===== src/rtl/hamming_pkg.sv =====
// Shared types and elaboration-time helpers for the Hamming decode controller.
// Positions are 1-based; parity bits sit at powers of two.
package hamming_pkg;

    localparam int N_DEF  = 7;
    localparam int R_DEF  = 4;
    localparam int CW     = N_DEF + R_DEF;
    localparam int MAX_CW = 64;

    typedef enum logic [1:0] {IDLE, CALC, OUT} state_t;

    function automatic logic is_pow2(input int p);
        return (p > 0) && ((p & (p - 1)) == 0);
    endfunction

    // Position p participates in syndrome bit i when bit i of p is set.
    function automatic logic covers(input int p, input int i);
        return p[i];
    endfunction

    // Codeword position holding the k-th data bit (k = 1..N).
    function automatic int data_pos(input int k);
        int pos;
        int n;
        pos = 0;
        n   = 0;
        for (int q = 1; q <= MAX_CW; q++) begin
            if (!is_pow2(q) && pos == 0) begin
                n = n + 1;
                if (n == k) pos = q;
            end
        end
        return pos;
    endfunction

    function automatic logic [R_DEF-1:0] syndrome(input logic [1:CW] code);
        logic [R_DEF-1:0] s;
        s = '0;
        for (int p = 1; p <= CW; p++)
            for (int i = 0; i < R_DEF; i++)
                if (covers(p, i)) s[i] = s[i] ^ code[p];
        return s;
    endfunction

    function automatic logic [1:N_DEF] extract_data(input logic [1:CW] code);
        logic [1:N_DEF] d;
        for (int k = 1; k <= N_DEF; k++) d[k] = code[data_pos(k)];
        return d;
    endfunction

endpackage


===== src/rtl/hamming_decode_ctrl_syndrome_corr.sv =====
// Combinational syndrome, single-bit correction and data extraction.
module hamming_syndrome_corr
    import hamming_pkg::*;
#(
    parameter int N = N_DEF,
    parameter int R = R_DEF
) (
    input  logic [1:N+R] code,
    output logic [1:N]   data,
    output logic [R-1:0] syn,
    output logic         corr,
    output logic         perr,
    output logic         uncorr
);

    localparam int W = N + R;

    logic [R-1:0] syn_v;
    int           s;

    always_comb begin
        syn_v = '0;
        for (int p = 1; p <= W; p++)
            for (int i = 0; i < R; i++)
                if (covers(p, i)) syn_v[i] = syn_v[i] ^ code[p];
        s      = int'(syn_v);
        corr   = (s >= 1) && (s <= W) && !is_pow2(s);
        perr   = (s <= W) && is_pow2(s);
        uncorr = (s > W);
        syn    = syn_v;
    end

    // Flipping before extraction only matters on data positions, so fold it per bit.
    for (genvar gi = 1; gi <= N; gi++) begin : g_data
        localparam int P = data_pos(gi);
        assign data[gi] = code[P] ^ (corr && (syn_v == R'(P)));
    end

endmodule


===== src/rtl/hamming_decode_ctrl.sv =====
// Decode controller: input capture, one-cycle decode, held output slot and
// saturating error statistics.
module hamming_decode_ctrl
    import hamming_pkg::*;
#(
    parameter int N     = N_DEF,
    parameter int R     = R_DEF,
    parameter int CNT_W = 16
) (
    input  logic             clk,
    input  logic             rst,
    input  logic             in_valid,
    output logic             in_ready,
    input  logic [1:N+R]     in_code,
    output logic             out_valid,
    input  logic             out_ready,
    output logic [1:N]       out_data,
    output logic [R-1:0]     out_syn,
    output logic             out_corr,
    output logic             out_perr,
    output logic             out_uncorr,
    input  logic             stat_clr,
    output logic [CNT_W-1:0] cnt_words,
    output logic [CNT_W-1:0] cnt_corr,
    output logic [CNT_W-1:0] cnt_perr,
    output logic [CNT_W-1:0] cnt_uncorr
);

    state_t           state_q, state_d;
    logic [1:N+R]     code_q, code_d;
    logic             out_valid_q, out_valid_d;
    logic [1:N]       data_q, data_d;
    logic [R-1:0]     syn_q, syn_d;
    logic             corr_q, corr_d, perr_q, perr_d, uncorr_q, uncorr_d;
    logic [CNT_W-1:0] cnt_q [4];
    logic [CNT_W-1:0] cnt_d [4];
    logic [3:0]       cnt_hit;

    logic [1:N]       dec_data;
    logic [R-1:0]     dec_syn;
    logic             dec_corr, dec_perr, dec_uncorr;

    hamming_syndrome_corr #(.N(N), .R(R)) u_dec (
        .code   (code_q),
        .data   (dec_data),
        .syn    (dec_syn),
        .corr   (dec_corr),
        .perr   (dec_perr),
        .uncorr (dec_uncorr)
    );

    // The slot frees in the same cycle the consumer takes it, allowing back-to-back words.
    assign in_ready = (state_q == IDLE) || ((state_q == OUT) && out_ready);

    // Counter order: words, corrected, parity error, uncorrectable.
    assign cnt_hit = {uncorr_q, perr_q, corr_q, 1'b1};

    always_comb begin
        state_d     = state_q;
        code_d      = code_q;
        out_valid_d = out_valid_q;
        data_d      = data_q;
        syn_d       = syn_q;
        corr_d      = corr_q;
        perr_d      = perr_q;
        uncorr_d    = uncorr_q;
        case (state_q)
            IDLE: begin
                if (in_valid) begin
                    code_d  = in_code;
                    state_d = CALC;
                end
            end
            CALC: begin
                data_d      = dec_data;
                syn_d       = dec_syn;
                corr_d      = dec_corr;
                perr_d      = dec_perr;
                uncorr_d    = dec_uncorr;
                out_valid_d = 1'b1;
                state_d     = OUT;
            end
            OUT: begin
                if (out_ready) begin
                    out_valid_d = 1'b0;
                    if (in_valid) begin
                        code_d  = in_code;
                        state_d = CALC;
                    end else begin
                        state_d = IDLE;
                    end
                end
            end
            default: state_d = IDLE;
        endcase
        for (int i = 0; i < 4; i++) begin
            cnt_d[i] = cnt_q[i];
            if (out_valid_q && out_ready && cnt_hit[i] && (cnt_q[i] != '1))
                cnt_d[i] = cnt_q[i] + 1'b1;
            if (stat_clr) cnt_d[i] = '0;
        end
    end

    always_ff @(posedge clk) begin
        if (rst) begin
            state_q     <= IDLE;
            code_q      <= '0;
            out_valid_q <= 1'b0;
            data_q      <= '0;
            syn_q       <= '0;
            corr_q      <= 1'b0;
            perr_q      <= 1'b0;
            uncorr_q    <= 1'b0;
            for (int i = 0; i < 4; i++) cnt_q[i] <= '0;
        end else begin
            state_q     <= state_d;
            code_q      <= code_d;
            out_valid_q <= out_valid_d;
            data_q      <= data_d;
            syn_q       <= syn_d;
            corr_q      <= corr_d;
            perr_q      <= perr_d;
            uncorr_q    <= uncorr_d;
            for (int i = 0; i < 4; i++) cnt_q[i] <= cnt_d[i];
        end
    end

    assign out_valid  = out_valid_q;
    assign out_data   = data_q;
    assign out_syn    = syn_q;
    assign out_corr   = corr_q;
    assign out_perr   = perr_q;
    assign out_uncorr = uncorr_q;
    assign cnt_words  = cnt_q[0];
    assign cnt_corr   = cnt_q[1];
    assign cnt_perr   = cnt_q[2];
    assign cnt_uncorr = cnt_q[3];

endmodule


===== config.mk =====
export PLATFORM = sky130hd
export DESIGN_NAME = hamming_decode_ctrl
export DESIGN_NICKNAME = d
export VERILOG_FILES = /design/src/rtl/hamming_pkg.sv /design/src/rtl/hamming_decode_ctrl_syndrome_corr.sv /design/src/rtl/hamming_decode_ctrl.sv
export SDC_FILE = /design/constraint.sdc
export NUM_CORES = 1
export LEC_CHECK = 0
export CAP_MARGIN = 20
export CORE_MARGIN = 1
export CORE_UTILIZATION = 51
export CTS_CLUSTER_DIAMETER = 120
export CTS_CLUSTER_SIZE = 10
export DETAILED_ROUTE_END_ITERATION = 7
export GPL_TIMING_DRIVEN = 0
export PLACE_DENSITY = 0.81
export SETUP_SLACK_MARGIN = 0.02
export SLEW_MARGIN = 20
export SYNTH_ARGS = -nofsm -noshare
export SYNTH_HDL_FRONTEND = slang
export SYNTH_SLANG_ARGS = --single-unit
export TNS_END_PERCENT = 30

===== constraint.sdc =====
create_clock -name clk -period 2.4 [get_ports clk]
set_input_delay 0.24 -clock clk [delete_from_list [all_inputs] [get_ports clk]]
set_output_delay 0.24 -clock clk [all_outputs]
set_load 0.1 [all_outputs]

# After elaboration in Yosys (flattened, before gate mapping)
# Memory sizes are Yosys's and may differ from the RTL's.
# Index checks and enable logic that the tools add are counted.
# W data, S select, Z words.
[classes] bitwise_logic=28 muxes=24 eq_ne=15 magnitude_cmp=4 addsub=5 n_reduce_logical=29
[op_table] op="$mux W16" count=12
[op_table] op="$add A16 B1 Y16 const B" count=4
[op_table] op="$ne A16 B16 Y1 const B" count=4
[op_table] op="$and A5 B32 Y32" count=1
[op_table] op="$logic_not A32 Y1" count=1
[op_table] op="$xor A1 B1 Y1" count=23
[op_table] op="$mux W11" count=2
[op_table] op="$pmux W11 S2" count=1
[op_table] op="$logic_and A1 B1 Y1" count=20
[op_table] op="$eq A4 B3 Y1 const B" count=3
[op_table] op="$eq A4 B4 Y1 const B" count=3
[op_table] op="$pmux W2 S3" count=1
[op_table] op="$reduce_and A2 Y1" count=3
[op_table] op="$mux W1" count=5
[op_table] op="$sub A4 B1 Y5 const B" count=1
[op_table] op="$eq A4 B2 Y1 const B" count=1
[op_table] op="$ge A4 B1 Y1 const B" count=1
[op_table] op="$gt A4 B1 Y1 const B" count=1
[op_table] op="$gt A4 B4 Y1 const B" count=1
[op_table] op="$le A4 B4 Y1 const B" count=1
[op_table] op="$mux W2" count=2
[op_table] op="$ne A2 B2 Y1 const B" count=2
[op_table] op="$or A1 B1 Y1" count=4
[op_table] op="$reduce_bool A2 Y1" count=2
[op_table] op="other kinds (6)" count=6
[word_totals] wordCells=114 in_bits=16 ff_bits=28 ram_bits=64 memories=1
[mem_list] memory="cnt_q" words=4 width=16 rd=4 rd_ports_with_merged_regs=0 write_ports=4 line="hamming_decode_ctrl.sv:35" text="logic [CNT_W-1:0] cnt_q [4];"

# Logic depth before layout (Yosys ltp)
[logic_depth] word_depth=13 ltp_mapped=8 ltp_nobuf=6

# By module
# From an unflattened synthesis, not the netlist that was laid out.
[unflattened] cells_unflattened=570 area_unflattened_um2=4853.4
[modules_own_cells] module="hamming_decode_ctrl" instances=1 area_per_inst_um2=4518.1 cells_per_inst=530 seq_area_each_um2=1841.8
[modules_own_cells] module="hamming_syndrome_corr" instances=1 area_per_inst_um2=335.3 cells_per_inst=40 seq_area_each_um2=0.0

# Worst setup path after synthesis
# No wires, ideal clock.
[synth_path] path_type="input port to flip-flop" start="input out_ready" end="register code_q[10] (netlist name)" setup_ns=0.128 t_arrival_ns=2.991 setup_slack_ns=-0.719 cell_stages=8 path_buffers=3 path_cell_list="clkbuf_1 inv_1 a21oi_1 and2_1 clkbuf_1 buf_2 mux2i_1 nor2_1"
[synth_via] elab_chain_len=2
[synth_rtl] element="from (decl)" line="hamming_decode_ctrl.sv:16" text="input logic out_ready,"
[synth_rtl] element="$ne A2 B2 Y1 (no line)"
[synth_rtl] element="$reduce_and A2 Y1 (no line)"
[synth_rtl] element="to (signal assigned)" line="hamming_decode_ctrl.sv:117" text="code_q <= code_d;"
[synth_rtl] element="to (decl)" line="hamming_decode_ctrl.sv:30" text="logic [1:N+R] code_q, code_d;"
# No other way between the ends.
# A chain may end at the register's enable or synchronous reset.

==> qor.yml <==
status: "complete, no violations"
ff2ff_setup_slack_ps: 280
tightest_slew_ps: 1010
grt_pass1_wl_um: 17200
cts_sinks: 92
syn-cell-area_um2: 4500
finClkSkew_ps: 14.1
fin_total_pwr_mw: 3.22
most-common-layout-cells: "clkdlybuf4s50_1 (93), nor2_1 (92), dfxtp_1 (83)"
period_share_pct: 93.2
drtIter0Drc: 159
antenna_found_initial: 0
final_nets: 641
grt_max_degree: 16
mostFrequentLayoutCell: "clkdlybuf4s50_1"
finalCriticalPeriod_ps: 2240
clock_path_buffers: 2
crit_fanout: 7
die_area_um2: 9190
grt_setup_unrepaired: "no"
syn_inst: 516
whs_ps: 495
synth_xor_area_share_pct: 15.6
clkLatencyLatePin_ps: 360
endpoint_kind: "primary output"
crit_type: "reg -> out"
clkSlewWorstSetupHoldPaths_ps: 100
cts_buffers: 9
grt_pass1_vias: 3779
clockRootBuffer: "clkbuf_8"
synth_compound_area_share_pct: 9.60
ant_nets: 0
p_per_area_nw_per_um2: 557
max_stage_delay_ps: 1180
die_y_um: 95.9
diodes: 0
h-tree-depth: 3
cap_viol_max_count: 0
via_count: 4077
drc: 0
fill_cells: 696
syn_nets: 536
fmax_mhz: 447
grt.total_usage_pct: 23.7
relSlewSlack_pct: 32.1
place_hpwl_um: 7630
synth_top_area_share_pct: 41.0
cts_tree: "yes"
die_w_um: 95.9
synth_top_cells_by_area: "dfxtp_1 (41%), xnor2_1 (9.2%), nor2_1 (7.7%), xor2_1 (5.1%), mux2i_1 (3.6%)"
yosys.area_share.simple_pct: 25.7
crit_family: "buffers and inverters"
synth_top_area_cell: "dfxtp_1"
start_kind: "flip-flop"
syn-mean-instance-area_um2: 8.71
path_cells: "clkdlybuf4s50_1"
fin_tns_setup_ps: 0
finalHoldViolations: 0
synth.ff_latch_count: 92
fin_util_pct: 69.0
vdd_ir_drop_max_mv: 0.335
place_congestion: 0.837
wire_per_inst_um: 13.9
wl_um: 10200
synth_top_family_by_area: "simple AND/OR/NAND/NOR gates"
start_util_pct: 53.6
synth_fa_ha_area_share_pct: 1.11
crit_required_ps: 2160
drv_slew: 0
hp-class: "in -> reg"
dr.pass1.iters: 4
port_buffers: 94
ios: 96
muxShareOfSynthArea_pct: 3.56
timing.critical_path.buf_inv: 1
crit_arrival_ps: 2000
setup_viol: 0
syn_to_final_growth_pct: 28.7
synth_cell_types: 48
post_drt_via_cell_ratio: 5.58
yosysWarnings: 0
cp_slowest_cell: "clkdlybuf4s50_1"
drive_gt1_share_pct: 6.23
hold_buffers: 0
ys_seq_area_share_pct: 41.0
rows: 33
fp.coreArea_um2: 8380
p_leak_nw: 1.84
grt_overflow: 0
-- cells by family (layout without fill, tap and decap cells) --
kind of cell / Yosys count / in the layout
multiplexers: 16 / 16
buffers and inverters: 36 / 146
XOR/XNOR: 76 / 76
AND/OR/NAND/NOR: 228 / 228
adder cells (fa/ha/maj): 4 / 4
flip-flops: 92 / 92
AO/OA/AOI/OAI: 64 / 64
-- where the power goes --
part           switching (mW)  internal (mW)  leakage, nW  total [mW]
Sequential             0.0311           1.56        0.750        1.59
Combinational           0.390          0.217         1.00       0.607
Clock                   0.540          0.482       0.0927        1.02
-- per-stage QoR --
step | instances | cell area [um2] | worst slack, ps
3_3_place_gp | 715 | 5590 | 89.5
6_report | 731 | 5780 | 164
5_1_grt | 731 | 5780 | 23.8
4_1_cts | 731 | 5780 | 59.7
3_5_place_dp | 715 | 5590 | 61.1
2_1_floorplan | 516 | 4520 | -44.3
-- per-layer routing --
layer | up-vias | track usage [%] | part of all wire (%)
met5 | - | 0 | 0
met4 | 0 | 8.58 | 1.6
met2 | 103 | 41.7 | 50
met3 | 15 | 4.19 | 4.7
met1 | 1923 | 28.9 | 43
li1 | 2036 | - | -
-- flip-flops by register name (all words and copies together) (netlist names), 2 cells and up --
name	flops
code_q	11
state_q	2
out_data	7
out_syn	4
cnt_q	64
-- synthesized netlist by cell type, drive strengths merged --
library cell	n
a2111oi	2
a21boi	1
or3	7
ha	4
o41ai	1
nor3	21
inv	11
a21oi	12
xnor3	2
a22oi	1
nor2	92
o21bai	1
nand4	16
and4	7
o2111ai	6
nand2b	2
xor2	26
a41oi	2
xnor2	48
nand3b	1
buf	6
or2	3
mux2i	16
nor3b	1
and2	2
or4	1
o21ai	13
o211ai	8
nor4	16
o31ai	1
nor4b	5
nand4b	2
a31oi	1
clkbuf	19
nor2b	3
nand2	23
and3	8
a221oi	1
a211oi	14
nand3	18
dfxtp	92
-- repair_timing --
item,in CTS,in global routing
endpoints found under the hold margin,0,0
endpoints found under the setup margin,0,1
gates resized for setup,0,1
setup buffers,0,0
-- worst paths after layout --
path	start	depth (start not counted)	to
max	cnt_q[0][2]	1	cnt_words[2]
min	in_code[3]	3	code_q[3]
max reg2reg	code_q[7]	7	out_data[7]
min reg2reg	out_data[3]	2	out_data[3]
-- final cells by class --
cell class	count	area, um2	area share [%]
Tap cell	105	131	2.27
Inverter	11	41.3	0.714
Timing Repair Buffer	94	943	16.3
Multi-Input combinational cell	388	2510	43.4
Clock buffer	10	128	2.21
Clock inverter	6	63.8	1.10
Buffer	25	115	1.99
Sequential cell	92	1850	32.0
Power figures use the tool's default switching activity.
